## config.mk

```make
export PLATFORM = sky130hd
export DESIGN_NAME = i2c_slave_line_cond
export DESIGN_NICKNAME = d
export VERILOG_FILES = /design/src/rtl/i2c_pkg.sv /design/src/rtl/i2c_line_filter.sv /design/src/rtl/i2c_slave_line_cond.sv
export SDC_FILE = /design/constraint.sdc
export NUM_CORES = 1
export LEC_CHECK = 0
export ABC_AREA = 1
export CAP_MARGIN = 20
export CORE_AREA = 8 8 45 47
export CTS_CLUSTER_SIZE = 14
export DETAILED_ROUTE_END_ITERATION = 16
export DIE_AREA = 0 0 53 55
export DONT_BUFFER_PORTS = 1
export PLACE_DENSITY_LB_ADDON = 0.25
export RECOVER_POWER = 100
export SLEW_MARGIN = 20
export SYNTH_ARGS = -nofsm -noshare
export SYNTH_HDL_FRONTEND = slang
export SYNTH_HIERARCHICAL = 1
export SYNTH_SLANG_ARGS = --single-unit
```

## constraint.sdc

```tcl
create_clock -name pclk -period 0.9 [get_ports pclk]
set_input_delay 0.135 -clock pclk [delete_from_list [all_inputs] [get_ports pclk]]
set_output_delay 0.135 -clock pclk [all_outputs]
set_load 0.005 [all_outputs]
```

## src/rtl/i2c_pkg.sv

```systemverilog
// Shared I2C slave definitions: default conditioning parameters, the line-pair
// type used by the conditioner and the FSM, and START/STOP decode helpers.
package i2c_pkg;

    localparam int I2C_SYNC_STAGES_DEF = 2;
    localparam int I2C_FILTER_LEN_DEF  = 3;

    typedef struct packed {
        logic scl;
        logic sda;
    } i2c_lines_t;

    localparam i2c_lines_t I2C_LINES_IDLE = '{scl: 1'b1, sda: 1'b1};

    // SDA falling while SCL is high on both the current and previous sample
    function automatic logic i2c_start_cond(input i2c_lines_t cur, input i2c_lines_t prev);
        return cur.scl & prev.scl & prev.sda & ~cur.sda;
    endfunction

    // SDA rising while SCL is high on both the current and previous sample
    function automatic logic i2c_stop_cond(input i2c_lines_t cur, input i2c_lines_t prev);
        return cur.scl & prev.scl & ~prev.sda & cur.sda;
    endfunction

endpackage

```

## src/rtl/i2c_line_filter.sv

```systemverilog
// One I2C line: pad synchroniser chain followed by a hold-time glitch filter.
// The filtered level only follows the synchronised level after it has held.
module i2c_line_filter
    import i2c_pkg::*;
#(
    parameter int SYNC_STAGES = I2C_SYNC_STAGES_DEF,
    parameter int FILTER_LEN  = I2C_FILTER_LEN_DEF
) (
    input  logic pclk,
    input  logic presetn,
    input  logic enable,
    input  logic line_raw,
    output logic line_filt
);

    localparam int CNT_W    = (FILTER_LEN > 0) ? $clog2(FILTER_LEN + 1) : 1;
    localparam int LAST_CNT = (FILTER_LEN > 0) ? (FILTER_LEN - 1) : 0;
    localparam logic [CNT_W-1:0] LAST_C = CNT_W'(LAST_CNT);

    logic [SYNC_STAGES-1:0] sync_r;
    logic [CNT_W-1:0]       cnt_r;
    logic [CNT_W-1:0]       cnt_nxt_s;
    logic                   level_nxt_s;
    logic                   sync_s;

    assign sync_s = sync_r[SYNC_STAGES-1];

    // Synchroniser chain keeps running while disabled so re-enable sees settled data
    always_ff @(posedge pclk) begin
        if (!presetn) begin
            sync_r <= '1;
        end else begin
            sync_r <= {sync_r[SYNC_STAGES-2:0], line_raw};
        end
    end

    // Glitch filter next state: toggle once the level has differed for FILTER_LEN cycles
    always_comb begin
        cnt_nxt_s   = cnt_r;
        level_nxt_s = line_filt;
        if (!enable) begin
            cnt_nxt_s   = '0;
            level_nxt_s = 1'b1;
        end else if (FILTER_LEN == 0) begin
            cnt_nxt_s   = '0;
            level_nxt_s = sync_s;
        end else if (sync_s == line_filt) begin
            cnt_nxt_s = '0;
        end else if (cnt_r == LAST_C) begin
            cnt_nxt_s   = '0;
            level_nxt_s = ~line_filt;
        end else begin
            cnt_nxt_s = cnt_r + CNT_W'(1);
        end
    end

    // Filter state register
    always_ff @(posedge pclk) begin
        if (!presetn) begin
            cnt_r     <= '0;
            line_filt <= 1'b1;
        end else begin
            cnt_r     <= cnt_nxt_s;
            line_filt <= level_nxt_s;
        end
    end

endmodule

```

## src/rtl/i2c_slave_line_cond.sv

```systemverilog
// I2C slave line conditioner: filtered SCL/SDA levels, SCL edge strobes and
// START/STOP/bus-busy indications, all registered, for the slave FSM/datapath.
module i2c_slave_line_cond
    import i2c_pkg::*;
#(
    parameter int SYNC_STAGES = I2C_SYNC_STAGES_DEF,
    parameter int FILTER_LEN  = I2C_FILTER_LEN_DEF
) (
    input  logic pclk,
    input  logic presetn,
    input  logic scl_pad_i,
    input  logic sda_pad_i,
    input  logic enable,
    output logic scl_in,
    output logic sda_in,
    output logic rx_edge,
    output logic tx_edge,
    output logic start_det,
    output logic stop_det,
    output logic bus_busy
);

    logic       scl_filt_s;
    logic       sda_filt_s;
    i2c_lines_t filt_s;
    i2c_lines_t prev_r;
    logic       rx_edge_s;
    logic       tx_edge_s;
    logic       start_det_s;
    logic       stop_det_s;
    logic       bus_busy_s;

    i2c_line_filter #(
        .SYNC_STAGES (SYNC_STAGES),
        .FILTER_LEN  (FILTER_LEN)
    ) u_scl_filter (
        .pclk      (pclk),
        .presetn   (presetn),
        .enable    (enable),
        .line_raw  (scl_pad_i),
        .line_filt (scl_filt_s)
    );

    i2c_line_filter #(
        .SYNC_STAGES (SYNC_STAGES),
        .FILTER_LEN  (FILTER_LEN)
    ) u_sda_filter (
        .pclk      (pclk),
        .presetn   (presetn),
        .enable    (enable),
        .line_raw  (sda_pad_i),
        .line_filt (sda_filt_s)
    );

    assign filt_s = '{scl: scl_filt_s, sda: sda_filt_s};
    assign scl_in = filt_s.scl;
    assign sda_in = filt_s.sda;

    // Edge and bus condition decode; START/STOP need SCL high on both samples
    always_comb begin
        rx_edge_s   = filt_s.scl & ~prev_r.scl;
        tx_edge_s   = ~filt_s.scl & prev_r.scl;
        start_det_s = i2c_start_cond(filt_s, prev_r);
        stop_det_s  = i2c_stop_cond(filt_s, prev_r);
        if (start_det) begin
            bus_busy_s = 1'b1;
        end else if (stop_det) begin
            bus_busy_s = 1'b0;
        end else begin
            bus_busy_s = bus_busy;
        end
    end

    // Strobe, previous-level and busy registers; disable behaves like an idle bus
    always_ff @(posedge pclk) begin
        if (!presetn || !enable) begin
            prev_r    <= I2C_LINES_IDLE;
            rx_edge   <= 1'b0;
            tx_edge   <= 1'b0;
            start_det <= 1'b0;
            stop_det  <= 1'b0;
            bus_busy  <= 1'b0;
        end else begin
            prev_r    <= filt_s;
            rx_edge   <= rx_edge_s;
            tx_edge   <= tx_edge_s;
            start_det <= start_det_s;
            stop_det  <= stop_det_s;
            bus_busy  <= bus_busy_s;
        end
    end

endmodule

```

==> reports/metrics.cfg <==
[min_path]
hp_class = in2reg

[finish]
num-fill-cells = 122
antenna-diode-count = 0
final-instance-count-excl-fill = 97
nets = 89
flow.area_growth_from_synthesis_pct = 23.24
layout-drive-gt1-share = 0.1728

[detailed_routing]
detail_route.vias_per_cell = 4.629
iteration_0_drc_count_of_the_detailed_router = 7
postRouteWirelength_mm = 1.129
drcViolationCount = 0
vias = 449
detail-route-antenna-nets = 0
number_of_iterations_in_the_first_detailed_routing_pass = 4
routedWlPerCell_um = 11.64

[clock_network]
numClockSinks = 17
insertion_delay_ns = 0.28
cts-buffers-inserted = 3
post-cts-setup-buffers = 0
clk_pin_slew_worst_paths_ns = 0.10
cts-root-buf = sky130_fd_sc_hd__clkbuf_4
cts_max_level = 1
tritoncts = yes
cts-root-to-sink-buffers = 2

[place]
post-dp-hpwl_um = 654.2
post-place-cells = 88
port-buffer-count = 0
place_congestion = 0.7028

[power_and_ir_drop]
p_leak_uw = 0.0003551
worst_ir_drop_vdd_mv = 0.8525
pwr_density_cell_nw_per_um2 = 1685

[timing]
rsz_0062_raised_after_global_routing = true
slew_headroom = 0.8766
report.final.hold_viol_count = 0
report.final.setup_viol = 1
fmaxAchievable_mhz = 1090
post-route-min-period_ns = 0.9172
final.period_utilization = 1.019
fin_tns_setup_ns = -0.01721
slew_at_the_pin_closest_to_its_max_slew_limit_ns = 0.1845
final_critical_path_setup_slack_ns = -0.01721
skew_ns = 0.006278
final_max_slew_viol_count = 0

[critical_path]
reg2reg_from = u_sda_filter/cnt_r[0]$_SDFF_PP0_
worstPathRequired_ns = 1.08
worst_ep_arrival_time_ns = 1.09
critPathMaxFanout = 3
rrSetupSlack_ns = -0.02
r2r_end = u_sda_filter/line_filt$_SDFFE_PN1P_
critical_path_startpoint_category = flop
worst_setup_path_end_kind = flop
critical_path_class = reg2reg
timing.critical_path.from = u_sda_filter/cnt_r[0]$_SDFF_PP0_
cp-endpoint = u_sda_filter/line_filt$_SDFFE_PN1P_
rr_worst_depth = 4

[global_routing]
largest_net_degree_at_the_start_of_global_routing = 10
grt_pass1_vias = 388
grt_overflow_total = 0
wire_length_of_the_first_global_routing_pass_mm = 1.580
grt_busiest_layer = met2
grt_util_met1 = 0.07242
grt_util_met3 = 0.05882
global_route.usage.met2 = 0.1191
antenna_found_initial = 0
grt_use_total = 0.07798

[logic_synthesis]
synth-adder-area-share = 0.04264
synth_seq_cells = 17
net_count_after_synthesis = 78
syn_inst = 71
yosys.area_share.xor_xnor = 0
ys_seq_area_frac = 0.5800
synth_simple_gate_area_frac = 0.2388
synth.area.mux_share = 0
synth_top_family_by_area = simple AND/OR/NAND/NOR gates
synthesis.yosys.warnings = 6
synth_compound_area_frac = 0.04264
yosysUniqueCellTypes = 13
synth.avg_cell_area_um2 = 8.265
synth.cell_area_um2 = 586.8

[die]
die_h_um = 55
io_pins = 12
total_die_area_um2 = 2915
floorplan.die.width_um = 53
floorplan.core_area_um2 = 1384
effective_utilization_at_floorplan = 0.4241
placement_rows = 14

[outcome]
outcome = finished, violations left
violated_checks = negative setup slack

[job]
drv_cap = 0

-- final cells by class --
cell class                      instances  area (um2)  area share
Inverter                               15       56.30     0.07785
Multi-Input combinational cell         39       214.0      0.2958
Clock buffer                            4       26.28     0.03633
Tap cell                               16       20.02     0.02768
Timing Repair Buffer                    6       61.31     0.08478
Sequential cell                        17       345.3      0.4775
-- Yosys cell counts (all sizes together) --
cell | count | area [um2]
dfxtp | 17 | 340.3
ha | 2 | 25.02
nand2 | 19 | 76.32
o21ai | 2 | 10.01
inv | 15 | 56.30
nand3b | 1 | 7.510
nor2 | 9 | 41.29
nand3 | 2 | 10.01
a21oi | 3 | 15.01
nor3 | 1 | 5.000
-- state kept, by name (all words and copies together), names as in the netlist --
signal                  cells
u_scl_filter/cnt_r          2
u_sda_filter/line_filt      1
u_sda_filter/cnt_r          2
bus_busy                    1
start_det                   1
prev_r                      2
u_sda_filter/sync_r         2
u_scl_filter/sync_r         2
stop_det                    1
u_scl_filter/line_filt      1
tx_edge                     1
rx_edge                     1
-- report_power, final --
group	internal [uW]	switching, uW
registers	759	5.15
logic	27.9	27.2
clock network	172	228
-- routing by layer --
layer  routed length [um]  up-vias
met5                    0        -
met4                   13        0
met3                  111        2
li1                     -      232
met2                  571       13
met1                  432      202
-- cells by family after synthesis --
group | count (synthesis)
fa+ha+maj | 2
simple gates | 32
compound gates | 5
buf+inv | 15
flops | 17
-- layout by cell type, fill, tap and decap left out --
cell type / instances
sky130_fd_sc_hd__clkbuf_4: 3
sky130_fd_sc_hd__inv_1: 13
sky130_fd_sc_hd__inv_2: 2
sky130_fd_sc_hd__buf_6: 1
sky130_fd_sc_hd__clkbuf_1: 1
sky130_fd_sc_hd__nand2_1: 19
sky130_fd_sc_hd__nand3b_1: 1
sky130_fd_sc_hd__dfxtp_1: 15
sky130_fd_sc_hd__dfxtp_2: 1
sky130_fd_sc_hd__o21ai_0: 1
sky130_fd_sc_hd__dfxtp_4: 1
sky130_fd_sc_hd__nor3_1: 1
sky130_fd_sc_hd__ha_4: 2
sky130_fd_sc_hd__o21ai_1: 1
sky130_fd_sc_hd__dlygate4sd3_1: 5
sky130_fd_sc_hd__nand3_1: 2
sky130_fd_sc_hd__a21oi_2: 1
sky130_fd_sc_hd__nor2_1: 6
sky130_fd_sc_hd__a21oi_1: 2
sky130_fd_sc_hd__nor2_2: 3
-- critical path, stage by stage (launching register included) --
cell and delay (ns):
sky130_fd_sc_hd__dfxtp_1 0.35, sky130_fd_sc_hd__inv_2 0.05, sky130_fd_sc_hd__ha_4 0.17, sky130_fd_sc_hd__a21oi_2 0.15
sky130_fd_sc_hd__o21ai_1 0.09
-- per-stage QoR --
step	hold slack (ns)	cell area, um2	utilization	total power (uW)	setup WS [ns]
final	0.05741	723.2	0.5226	1219	-0.01721
after global routing	0.04746	723.2	0.5226	1276	-0.06880
after CTS	0.004940	693.2	0.5009	1229	-0.004870
after detailed placement	0.2078	614.3	0.4439	814.0	-0.03417
after global placement	0.2052	614.3	0.4439	813.0	-0.008517
after floorplan	0.2037	586.8	-	809.0	0.02866
-- worst min path at each step --
stage                        from                           endpoint  cells after the start
final                     presetn              bus_busy$_SDFFE_PP0P_                      2
after global placement    presetn  u_sda_filter/sync_r[0]$_SDFF_PN1_                      1
after CTS                  enable              bus_busy$_SDFFE_PP0P_                      2
after detailed placement  presetn  u_sda_filter/sync_r[1]$_SDFF_PN1_                      1
after global routing      presetn                 tx_edge$_SDFF_PP0_                      2
after floorplan           presetn  u_scl_filter/sync_r[0]$_SDFF_PN1_                      1
-- repair_timing --
item,in CTS,in global routing
hold buffers,4,1
resized for setup,6,8
hold endpoints to repair,5,1
pin swaps,0,8
setup endpoints to repair,7,8
Note: power is estimated with default switching activity, not from simulation.
==> RTL change 1: new RTL, same flow settings <==
Set the package constant `I2C_FILTER_LEN_DEF` to 5 (it was 3).
--- a/src/rtl/i2c_pkg.sv
+++ b/src/rtl/i2c_pkg.sv
@@ -3,7 +3,7 @@
 package i2c_pkg;
 
     localparam int I2C_SYNC_STAGES_DEF = 2;
-    localparam int I2C_FILTER_LEN_DEF  = 3;
+    localparam int I2C_FILTER_LEN_DEF  = 5;
 
     typedef struct packed {
         logic scl;
Formal check against the unedited RTL: not equivalent (Yosys sat finds a counterexample within 10 cycles, from zero or initial values and one cycle with presetn low).
==> RTL change 1 against the original RTL <==
  * The flow still finishes with violations (negative setup slack)
  * First-iteration DRC count rose by 14%
  * Area after synthesis rose by 20%
  * Power rose by 8.5%
  * Setup slack got worse by 0.082 ns
  * Sequential cell count rose by 2
  * Core utilization rose by 12 points
  * Worst hold slack got worse by 0.014 ns
  * Critical path type unchanged
  * Final area rose by 24%
  * Wire length rose by 8.6%
==> RTL change 1: results <==
[pwr]
seq_power_share_pct = 64.6
switching_share_pct = 21.04
power_density_mw_per_mm2 = 1479
comb_cell_power_uw = 57.1
ir_worst_vdd_mv = 0.8932
power_leakage_uw = 0.0004395

[final_layout]
n_all_inverters = 21
regArea_um2 = 386.6
layout.nets = 111
final-nonclk-buf-share_pct = 10.21
final-clk-cell-share_pct = 3.077
multi_input_comb_cells = 47
multi_input_area_um2 = 290.3
multi_input_area_share_pct = 32.45
final_cells = 117
final_layout_size_suffix_gt1_share_pct = 28.71

[placed_design]
post-dp-hpwl_um = 778.8
place.gp.congestion = 0.6973
placed_area_um2 = 764.5
placedCellCount = 104
preCtsSetupSlack_ns = -0.07630

[sta]
final-setup-viol-count = 8
final.setup.worst_slack_ns = -0.09910
relSlewSlack_pct = 85.79

[synth]
synth_compound_gate_area_share_pct = 3.565
synth-xor-area-share_pct = 2.496
synth_common_cells = "inv_1, dfxtp_1, nand2_1"
synth_nets = 96
synth_fa_ha_area_share_pct = 7.130
netlist_top_cells_area = "dfxtp_1, inv_1, nand2_1"

[clock_tree]
cts_setup_buffers = 2
cts_resized = 7

[route]
wl_per_cell_um = 10.48
via_per_inst = 4.615
dr.first_iter.drc_count = 8

[outcome]
outcome = "complete, but fails checks"
violations = "negative setup slack"

[critical_path]
cp_data_arrival_time_ns = 1.19
reg2regPathDepth = 6
slowest_stage = "dfxtp_2"

[global_routing]
grt_pass1_vias = 480
grt_max_degree = 12
## RTL change 1: metal layers
layer | global-route usage (%) | up-vias | wire length [um]
met2 | 15.04 | 14 | 565
met1 | 9.737 | 239 | 528
met3 | 4.011 | 5 | 99
li1 | - | 282 | -
met4 | 7.759 | 0 | 31
met5 | 0 | - | 0
## RTL change 1: how the worst min path moves through the flow
stage,from,to,slack [ns],cells after the start
5_1_grt,enable,u_sda_filter/line_filt$_SDFFE_PN1P_,0.04,3
2_1_floorplan,presetn,u_scl_filter/sync_r[0]$_SDFF_PN1_,0.20,1
4_1_cts,enable,tx_edge$_SDFF_PP0_,0.003,2
6_report,enable,u_scl_filter/line_filt$_SDFFE_PN1P_,0.04,3
3_3_place_gp,presetn,u_sda_filter/sync_r[1]$_SDFF_PN1_,0.21,1
3_5_place_dp,presetn,u_scl_filter/sync_r[1]$_SDFF_PN1_,0.21,1
==> RTL change 2: new RTL, same flow settings <==
Made on the original files. Register the outputs `scl_in` and `sda_in`; this adds one clock of latency there. The other outputs are not delayed to match.
--- a/src/rtl/i2c_slave_line_cond.sv
+++ b/src/rtl/i2c_slave_line_cond.sv
@@ -53,8 +53,10 @@
     );
 
     assign filt_s = '{scl: scl_filt_s, sda: sda_filt_s};
-    assign scl_in = filt_s.scl;
-    assign sda_in = filt_s.sda;
+    always_ff @(posedge pclk) begin
+        scl_in <= filt_s.scl;
+        sda_in <= filt_s.sda;
+    end
 
     // Edge and bus condition decode; START/STOP need SCL high on both samples
     always_comb begin
Formal check against the unedited RTL: not equivalent (a bounded check fails within 4 cycles, from zero or initial values and one cycle with presetn low).
==> RTL change 2 against the original RTL <==
  * Sequential cell count up 2
  * Synthesized cell count up 2.8%
  * Setup slack improved by 0.071 ns
  * Power grew 8.7%
  * Critical path depth did not move
  * Wire length decreased by 15%
  * Clock power rose by 3%
  * Area after synthesis rose by 6.8%
  * Final area rose by 5.7%
  * Critical endpoint unchanged
==> RTL change 2: results <==
[clock_tree]
htree_levels = 1
cts_buffers = 3
cts.path.max_buffers = 2
cts_root_buf = "clkbuf_4"
cts_setup_buffers = 0
clkLatencyLatePin_ns = 0.29
clk_pin_slew_worst_paths_ns = 0.11

[route]
drt-total-wl_um = 956
dr.first_iter.drc_count = 7
drtPass1Iterations = 3
via_per_inst = 4.724

[final_layout]
antenna_cells = 0
final_layout_size_suffix_gt1_share_pct = 23.17
layout.nets = 90

[global_routing]
antenna_found_initial = 0
grt_pass1_vias = 408
grt-ovfl-total = 0
grt_max_degree = 12
track_usage_pct = 7.481
grt_pass1_wl_mm = 1.580

[synth]
synth_nets = 80
synthMuxAreaShare_pct = 0
synth_ff_type = "dfxtp_1"
yosysUniqueCellTypes = 13
synth_compound_gate_area_share_pct = 3.992
async_flop_share_pct = 0
netlist_top_cells_area = "dfxtp_1, nand2_1, inv_1"
synth_fa_ha_area_share_pct = 3.992
yosysSeqAreaShare_pct = 60.68
synth_top_family_by_area = "simple AND/OR/NAND/NOR gates"
synth_common_cells = "dfxtp_1, nand2_1, inv_1"
synth-xor-area-share_pct = 0
yosysWarnings = 6

[sta]
worst_pin_slew_ns = 0.1702
fin_worst_skew_ns = 0.008615

[placed_design]
preCtsSetupSlack_ns = -0.02776
place.gp.congestion = 0.6985
port_buffers = 0
post-dp-hpwl_um = 656.9

[critical_path]
slowest_stage = "dfxtp_2"
crit_fanout = 3
reg2regPathDepth = 4
critPathMaxStageDelay_ns = 0.34
cp_top_family = "flip-flops"

[outcome]
outcome = "finished clean"

[pwr]
ir_worst_vdd_mv = 0.7811
power_leakage_uw = 0.0003702

[worst_hold_path]
hold_path_depth = 2
hold_path_class = "input pin to flop"
## RTL change 2: final cells by class
class / instances / area [um^2]
Inverter: 15 / 56.30
Clock inverter: 1 / 5.005
Fill cell: 133 / 619.3
Clock buffer: 3 / 22.52
Sequential cell: 19 / 384.1
Timing Repair Buffer: 5 / 50.05
Multi-Input combinational cell: 39 / 226.5
Tap cell: 16 / 20.02
## RTL change 2: final timing paths
check                                 startpoint                                  end  slack, ns
max             u_sda_filter/cnt_r[0]$_SDFF_PP0_  u_sda_filter/line_filt$_SDFFE_PN1P_       0.05
min                                      presetn                   tx_edge$_SDFF_PP0_       0.01
max reg2reg     u_sda_filter/cnt_r[0]$_SDFF_PP0_  u_sda_filter/line_filt$_SDFFE_PN1P_       0.05
min reg2reg  u_sda_filter/line_filt$_SDFFE_PN1P_                       sda_in$_DFF_P_       0.40
## RTL change 2: per-stage QoR
step	cells	util (%)	power, uW	area (um^2)	hold slack (ns)
floorplan	73	-	899.6	626.9	0.2037
global placement	89	46.75	903.2	646.9	0.2048
detailed placement	89	46.75	904.6	646.9	0.2084
CTS	97	52.17	1332	721.9	0.001967
global route	98	55.24	1397	764.5	-0.004425
finish	98	55.24	1324	764.5	0.01002
## RTL change 2: kinds of logic (layout without fill, tap and decap cells)
group / count (synthesis) / in the layout
and+or+nand+nor: 32 / 32
DFF: 19 / 19
buffers and inverters: 15 / 24
adders and majority gates: 2 / 2
AOI/OAI and AO/OA: 5 / 5
## RTL change 2: layer usage
layer / vias to the layer above / track usage (%) / part of all wire [%]
met2: 13 / 13.09 / 47
met3: 4 / 4.011 / 10
met1: 212 / 6.502 / 40
met5: - / 0 / 0
met4: 0 / 5.172 / 3.1
li1: 234 / - / -
## RTL change 2: timing repair
| item | CTS | global route |
|---|---|---|
| gates resized for setup | 4 | 9 |
| hold buffers | 4 | 1 |
| hold endpoints to repair | 5 | 1 |
| cloned | 0 | 0 |
| pin swaps | 0 | 8 |
| setup endpoints to repair | 6 | 6 |
## RTL change 2: worst reg2reg max path: cells and delay by family, from the launching register on
family | cells | cell delay, ns
buffers and inverters | 1 | 0.04
adders and majority gates | 1 | 0.15
DFF | 1 | 0.34
AOI/OAI and AO/OA | 2 | 0.21
## RTL change 2: power by group
group / internal, uW / switching (uW)
clock: 165 / 247
combinational: 29.8 / 26.6
sequential: 850 / 5.05
